$ cat src/rtl/exemplo_arbitro_rr.sv
// Round-robin arbiter/sequencer sharing one compute controller between NUM_REQ requesters.
// Latches the winner's operand, drives start-compute, tracks controller state, acks the owner.
module exemplo_arbitro_rr #(
    parameter int NUM_REQ = 4,
    parameter int DATA_W  = 8,
    parameter int TIMEOUT = 15
) (
    input  logic                        clk_i,
    input  logic                        rst_i,
    input  logic [NUM_REQ-1:0]          req_i,
    input  logic [NUM_REQ*DATA_W-1:0]   opa_i,
    input  logic                        clr_err_i,
    input  logic [1:0]                  dp_state_i,
    output logic                        strt_cmpt_o,
    output logic [DATA_W-1:0]           dp_a_o,
    output logic [NUM_REQ-1:0]          gnt_o,
    output logic [NUM_REQ-1:0]          ack_o,
    output logic [$clog2(NUM_REQ)-1:0]  owner_o,
    output logic                        busy_o,
    output logic                        err_o
);
    localparam int IW = $clog2(NUM_REQ);
    localparam int CW = $clog2(TIMEOUT + 1);

    localparam logic [1:0] DP_IDLE = 2'b00;
    localparam logic [1:0] DP_CMPT = 2'b01;
    localparam logic [1:0] DP_END  = 2'b10;
    localparam logic [1:0] DP_ILL  = 2'b11;

    typedef enum logic [1:0] {S_ARB, S_LAUNCH, S_WAIT, S_RELEASE} state_t;

    state_t               state, nxt_state;
    logic [IW-1:0]        rr_ptr, nxt_rr_ptr, pick, idx, nxt_owner;
    logic                 pick_vld, do_done, do_abort, tmo_hit;
    logic [CW-1:0]        tmo_cnt, nxt_tmo_cnt;
    logic                 nxt_strt, nxt_busy, nxt_err;
    logic [DATA_W-1:0]    nxt_dp_a;
    logic [NUM_REQ-1:0]   nxt_gnt, nxt_ack;

    // First requester at or above rr_ptr, wrapping.
    always_comb begin
        pick     = '0;
        pick_vld = 1'b0;
        idx      = '0;
        for (int i = 0; i < NUM_REQ; i++) begin
            idx = IW'((int'(rr_ptr) + i) % NUM_REQ);
            if (!pick_vld && req_i[idx]) begin
                pick     = idx;
                pick_vld = 1'b1;
            end
        end
    end

    assign tmo_hit = (tmo_cnt == CW'(TIMEOUT - 1));

    always_comb begin
        nxt_state  = state;
        nxt_strt   = strt_cmpt_o;
        nxt_dp_a   = dp_a_o;
        nxt_gnt    = gnt_o;
        nxt_ack    = '0;
        nxt_owner  = owner_o;
        nxt_busy   = busy_o;
        nxt_err    = clr_err_i ? 1'b0 : err_o;
        nxt_rr_ptr = rr_ptr;
        do_done    = 1'b0;
        do_abort   = 1'b0;

        case (state)
            S_ARB: begin
                if (pick_vld) begin
                    nxt_owner = pick;
                    nxt_dp_a  = opa_i[pick*DATA_W +: DATA_W];
                    nxt_gnt   = NUM_REQ'(1) << pick;
                    nxt_strt  = 1'b1;
                    nxt_busy  = 1'b1;
                    nxt_state = S_LAUNCH;
                end else begin
                    nxt_gnt = '0;
                end
            end
            S_LAUNCH: begin
                if (dp_state_i == DP_ILL)       do_abort  = 1'b1;
                else if (dp_state_i == DP_CMPT) nxt_state = S_WAIT;
                else if (dp_state_i == DP_END)  do_done   = 1'b1;
                else if (tmo_hit)               do_abort  = 1'b1;
            end
            S_WAIT: begin
                if (dp_state_i == DP_ILL)      do_abort = 1'b1;
                else if (dp_state_i == DP_END) do_done  = 1'b1;
                else if (tmo_hit)              do_abort = 1'b1;
            end
            S_RELEASE: begin
                if (dp_state_i == DP_ILL) begin
                    do_abort = 1'b1;
                end else if (dp_state_i == DP_IDLE) begin
                    nxt_gnt    = '0;
                    nxt_busy   = 1'b0;
                    nxt_rr_ptr = (owner_o == IW'(NUM_REQ - 1)) ? '0 : owner_o + 1'b1;
                    nxt_state  = S_ARB;
                end else if (tmo_hit) begin
                    do_abort = 1'b1;
                end
            end
            default: nxt_state = S_ARB;
        endcase

        if (do_done) begin
            nxt_ack   = gnt_o;
            nxt_strt  = 1'b0;
            nxt_state = S_RELEASE;
        end
        // Abort: error wins over a same-cycle clear; no ack for the dropped transaction.
        if (do_abort) begin
            nxt_err    = 1'b1;
            nxt_strt   = 1'b0;
            nxt_gnt    = '0;
            nxt_busy   = 1'b0;
            nxt_rr_ptr = (owner_o == IW'(NUM_REQ - 1)) ? '0 : owner_o + 1'b1;
            nxt_state  = S_ARB;
        end

        nxt_tmo_cnt = (nxt_state != state || state == S_ARB) ? '0 : tmo_cnt + 1'b1;
    end

    always_ff @(posedge clk_i or negedge rst_i) begin
        if (!rst_i) begin
            state       <= S_ARB;
            rr_ptr      <= '0;
            tmo_cnt     <= '0;
            strt_cmpt_o <= 1'b0;
            dp_a_o      <= '0;
            gnt_o       <= '0;
            ack_o       <= '0;
            owner_o     <= '0;
            busy_o      <= 1'b0;
            err_o       <= 1'b0;
        end else begin
            state       <= nxt_state;
            rr_ptr      <= nxt_rr_ptr;
            tmo_cnt     <= nxt_tmo_cnt;
            strt_cmpt_o <= nxt_strt;
            dp_a_o      <= nxt_dp_a;
            gnt_o       <= nxt_gnt;
            ack_o       <= nxt_ack;
            owner_o     <= nxt_owner;
            busy_o      <= nxt_busy;
            err_o       <= nxt_err;
        end
    end
endmodule

$ cat config.mk
export PLATFORM = sky130hd
export DESIGN_NAME = exemplo_arbitro_rr
export DESIGN_NICKNAME = d
export VERILOG_FILES = /design/src/rtl/exemplo_arbitro_rr.sv
export SDC_FILE = /design/constraint.sdc
export NUM_CORES = 1
export LEC_CHECK = 0
export ABC_AREA = 0
export BUFFER_PORTS_ARGS = -buffer_cell sky130_fd_sc_hd__clkbuf_2
export CAP_MARGIN = 10
export CORE_UTILIZATION = 50
export CTS_CLUSTER_SIZE = 40
export DETAILED_ROUTE_END_ITERATION = 8
export PLACE_DENSITY = 0.79
export SLEW_MARGIN = 20
export SYNTH_ARGS = -nofsm -noshare
export SYNTH_HDL_FRONTEND = slang
export SYNTH_SLANG_ARGS = --single-unit
$ cat constraint.sdc
create_clock -name clk_i -period 2.5 [get_ports clk_i]
set_input_delay 0.375 -clock clk_i [delete_from_list [all_inputs] [get_ports clk_i]]
set_output_delay 0.375 -clock clk_i [all_outputs]
set_load 0.05 [all_outputs]
# == Word level (Yosys, flattened, before mapping) ==
# Cells that the tools add are included.
# word_totals
regBits,29
in_bits,41
elab_cells,113
# classes
add_sub_neg,5
n_lt_le_gt_ge,4
n_eq_ne,13
n_shift,2
muxes,59
reduce_logical,20
# op_table
operator,count
2-to-1 mux 2 bit,16
indexed part select 32 x 6 -> 8 bit,1
2-to-1 mux 1 bit,28
2-to-1 mux 4 bit,6
< comparator 2 x 3 -> 1 bit (second input constant),4
== test 2 bit (second input constant),5
inequality test 3 bit (second input constant),3
nonzero test 3 bit,3
binary-select mux 1 bit (select 2 bit),4
case mux 4 bit (2 select lines),1
case mux 2 bit (3 select lines),1
AND reduction 3 bit,2
nonzero test 2 bit,3
adder 2 x 1 -> 2 bit (second input constant),2
adder 2 bit (second input constant),2
adder 4 x 1 -> 4 bit (second input constant),1
== test 2 x 1 -> 1 bit (second input constant),2
== test 4 bit (second input constant),1
zero test 2 bit,2
case mux 1 bit (2 select lines),2
AND reduction 2 bit,2
AND reduction 4 bit,1
left shift 1 x 2 -> 4 bit (first input constant),1
logical AND 1 bit,3
other kinds (5),7

# == Depth between registers and ports, before layout ==
# logic_depth
word_depth,19
depth_mapped,9
mapped_depth_nobuf,8

# == Worst setup path after synthesis ==
# Ideal clock, no wire load.
# synth_timing
path_kind,reg-to-reg
start,reg state[0]
end,reg tmo_cnt[1]
setup_ps,110
t_arrival_ps,1935
path_slack_ps,455
stages_incl_launch_ff,10
synth_period_minus_slack_ps,2045
path_cell_list,dfrtp_1 > inv_1 > ha_1 > buf_4 > o41ai_2 > o21a_1 > o31ai_4 > o211a_1 > a31oi_2 > o41ai_1
# synth_between
elab_chain_cells,8
word_cells_on_any_way,17
classes_between,4 x eq/ne; 11 x mux; 2 x reduce/logical
# synth_lines
item,line_no,source
start: declaration,32,"state_t state, nxt_state;"
start signal: assignment,139,state <= nxt_state;
"2-to-1 mux 2 bit, on equally long branches","96, 84",
"2-to-1 mux 2 bit, on equally long branches","94, 83",
case mux 2 bit (3 select lines),69,case (state)
2-to-1 mux 2 bit,108,if (do_done) begin
2-to-1 mux 2 bit,114,if (do_abort) begin
inequality test 2 bit,123,nxt_tmo_cnt = (nxt_state != state || state == S_ARB) ? '0 : tmo_cnt + 1'b1;
logical OR 1 bit (*),123,
2-to-1 mux 4 bit (*),123,
named net nxt_tmo_cnt[1],35,"logic [CW-1:0] tmo_cnt, nxt_tmo_cnt;"
end signal: assignment,141,tmo_cnt <= nxt_tmo_cnt;
end: declaration,35,
# Mark *: on every way through the listed nets, which the timed path passes. The rest lies on a longest branch.
# A chain may end at the register's enable or synchronous reset.

# == Worst setup path in the final report ==
# layout_timing
start,reg state[0]
end,reg tmo_cnt[0]
# Same word-level chain as after synthesis.

==> impl_metrics.tcl <==
set metrics [dict create \
    drive_above_1_share 0.389 \
    worst_r2r_startpoint "state[0]" \
    cp_top_family "compound AO/OA/AOI/OAI gates" \
    synth_area_mm2 0.00189 \
    dr.first_iter.drc_count 78 \
    timing.final.crit_share 0.920 \
    rr_worst_depth 8 \
    ys_seq_area_frac 0.383 \
    vdd_drop_max_uv 641 \
    p_int_mw 1.45 \
    io_buffers 61 \
    grt_start_max_net_pins 30 \
    drt-total-wl_mm 4.38 \
    end_kind "flip-flop" \
    path_depth 8 \
    maxCapViolations 0 \
    synth_top_cell_by_area "dfrtp_1" \
    status "complete, no violations" \
    netlist_instances 184 \
    numCtsBuffers 5 \
    first_global_vias 1577 \
    setup_viol 0 \
    rows 21 \
    cts_tree "built" \
    rsz0062_at_grt "no" \
    ys_ff_latch 29 \
    vias 1639 \
    reg2reg_slack_ns 0.20 \
    finClkSkew_ns 0.00378 \
    cts_sinks 29 \
    slowest_delay_ns 0.42 \
    cp_max_fo 11 \
    post_drt_wl_per_cell_um 14.7 \
    drv_slew 0 \
    worstPathRequired_ns 2.67 \
    root_buffer "clkbuf_8" \
    core_mm2 0.00347 \
    antenna_found_initial 0 \
    power.switching_mw 1.43 \
    timing.fmax_ghz 0.435 \
    htree_num_levels 2 \
    leakage_nw 1.16 \
    cp_cell_sequence "inv_1 > ha_2 > o41ai_4 > o21a_1 > o31ai_4 > o211a_1 > a31oi_2 > o41ai_1" \
    synthArstFlopShare 1.00 \
    post_cts_buffers 0 \
    hold_class "input port to asynchronous set/reset pin" \
    p_per_area_mw_per_mm2 1220 \
    final_cell_count_no_fill 298 \
    fp.dieW_um 63.6 \
    path_clk_slew_ns 0.06 \
    fin_nets 301 \
    power.share.sequential 0.266 \
    grt.total_usage 0.230 \
    worstPathArrival_ns 2.47 \
    worst-setup-path-type "flip-flop to flip-flop" \
    hpwl_mm 3.23 \
    synth_nets 234 \
    drt_first_pass_iters 4 \
    ys_types 49 \
    gr-total-overflow 0 \
    slowest_stage "dfrtp_1" \
    clkLatencyLatePin_ns 0.28 \
    combPwrFrac 0.607 \
    switching_share 0.497 \
    yosysWarnings 0 \
    slew_headroom 0.527 \
    fin_crit_ns 2.30 \
    tns_ns 0 \
    grt_pass1_wl_mm 7.13 \
    place_congestion 0.904 \
    nFillCells 296 \
    crit_buf_inv 1 \
    num_antenna_cells 0 \
    yosysMostFrequentCell "dfrtp_1" \
    place_inst 290 \
    start_util 0.546 \
    die_h_um 63.6 \
    synthFlopType "dfrtp_1" \
    synth_area_leaders "dfrtp_1, mux2i_1, ha_1, mux2_2, nand2_1" \
    die_area_mm2 0.00404 \
    clockBufferDepth 2 \
    ios 62 \
    drc 0 \
    synth_area_per_cell_um2 10.3 \
    synthToLayoutAreaGrowth_pct 24.4 \
    viasPerCell 5.50 \
    synth_edf_count 0 \
    crit_path_start_kind "flip-flop" \
    synth_common_cells "dfrtp_1, mux2i_1, nand2_1" \
    tightest_slew_ns 0.709 \
    ant_nets 0 \
    hold_viol 0 \
    power_frac_clock 0.127 \
    synth_top_area_frac 0.383 \
    r2r_end "tmo_cnt[0]" \
]
-- power groups by stage --
stage          clock network (mW)  logic [mW]  registers, mW
6_report                    0.367        1.75          0.767
5_1_grt                     0.393        1.89          0.788
2_1_floorplan                   0       0.930           1.19
4_1_cts                     0.374        1.75          0.766
3_5_place_dp                    0        1.74          0.775
3_3_place_gp                    0        1.71          0.760
-- final cells by class --
class	count	area, um2	area share
multi-input cells	138	1100	0.465
clock inverters	2	10.0	0.00425
clock buffers	6	72.6	0.0308
repair buffers	69	365	0.155
flip-flops and latches	29	726	0.308
inverters	8	30.0	0.0127
well taps	46	57.6	0.0244
-- sequential cells by signal, indices dropped and copies added (netlist names), 2 cells and up --
| register | cells |
|---|---|
| ack_o | 4 |
| dp_a_o | 8 |
| gnt_o | 4 |
| owner_o | 2 |
| rr_ptr | 2 |
| state | 2 |
| tmo_cnt | 4 |
-- worst max-delay path by stage --
stage | from | end | slack (ns)
floorplan | state[0] | tmo_cnt[1] | 0.45
global placement | state[0] | tmo_cnt[0] | 0.18
detailed placement | state[0] | tmo_cnt[1] | 0.07
CTS | state[0] | tmo_cnt[1] | 0.04
global route | state[0] | tmo_cnt[1] | 0.02
finish | state[0] | tmo_cnt[0] | 0.20
-- kinds of logic after synthesis --
| logic type | synth area share |
|---|---|
| AND/OR/NAND/NOR | 0.176 |
| AO/OA/AOI/OAI | 0.182 |
| flip-flops | 0.383 |
| multiplexers | 0.144 |
| buffers and inverters | 0.0456 |
| adder cells (fa/ha/maj) | 0.0594 |
| XOR/XNOR | 0.00925 |
-- per-stage QoR --
stage	setup WS [ns]	utilization	hold slack [ns]	power (mW)	cell area (um2)
floorplan	0.455	-	0.0794	2.12	1890
global placement	0.183	0.655	0.460	2.47	2270
detailed placement	0.0739	0.655	0.464	2.52	2270
CTS	0.0363	0.679	0.165	2.89	2350
global route	0.0155	0.680	0.207	3.07	2360
finish	0.200	0.680	0.138	2.88	2360
-- per-layer routing --
| metal | share of wire | track usage | vias to the layer above |
|---|---|---|---|
| met3 | 0.045 | 0.0471 | 9 |
| met4 | 0.015 | 0.0909 | 0 |
| li1 | - | - | 802 |
| met1 | 0.46 | 0.285 | 779 |
| met2 | 0.48 | 0.388 | 49 |
| met5 | 0 | 0 | - |
-- placed cells by master (no fill, tap or decap), drive strengths merged, types with 2 or more instances in the layout --
master,instances
clkbuf,67
nor2,10
o41ai,5
nand2b,7
ha,9
nor3,6
o21ai,10
dfrtp,29
o21a,3
nor4bb,2
nand3,4
o31ai,4
nand2,15
a21oi,6
mux2i,16
nor2b,4
and2,4
clkinv,2
mux2,10
inv,8
a32o,2
buf,8
nor4,3
-- what timing repair did --
item,in CTS,in global routing
resized for setup,0,1
hold buffers,0,0
setup endpoints to repair,0,4
Power figures use the tool's default switching activity.
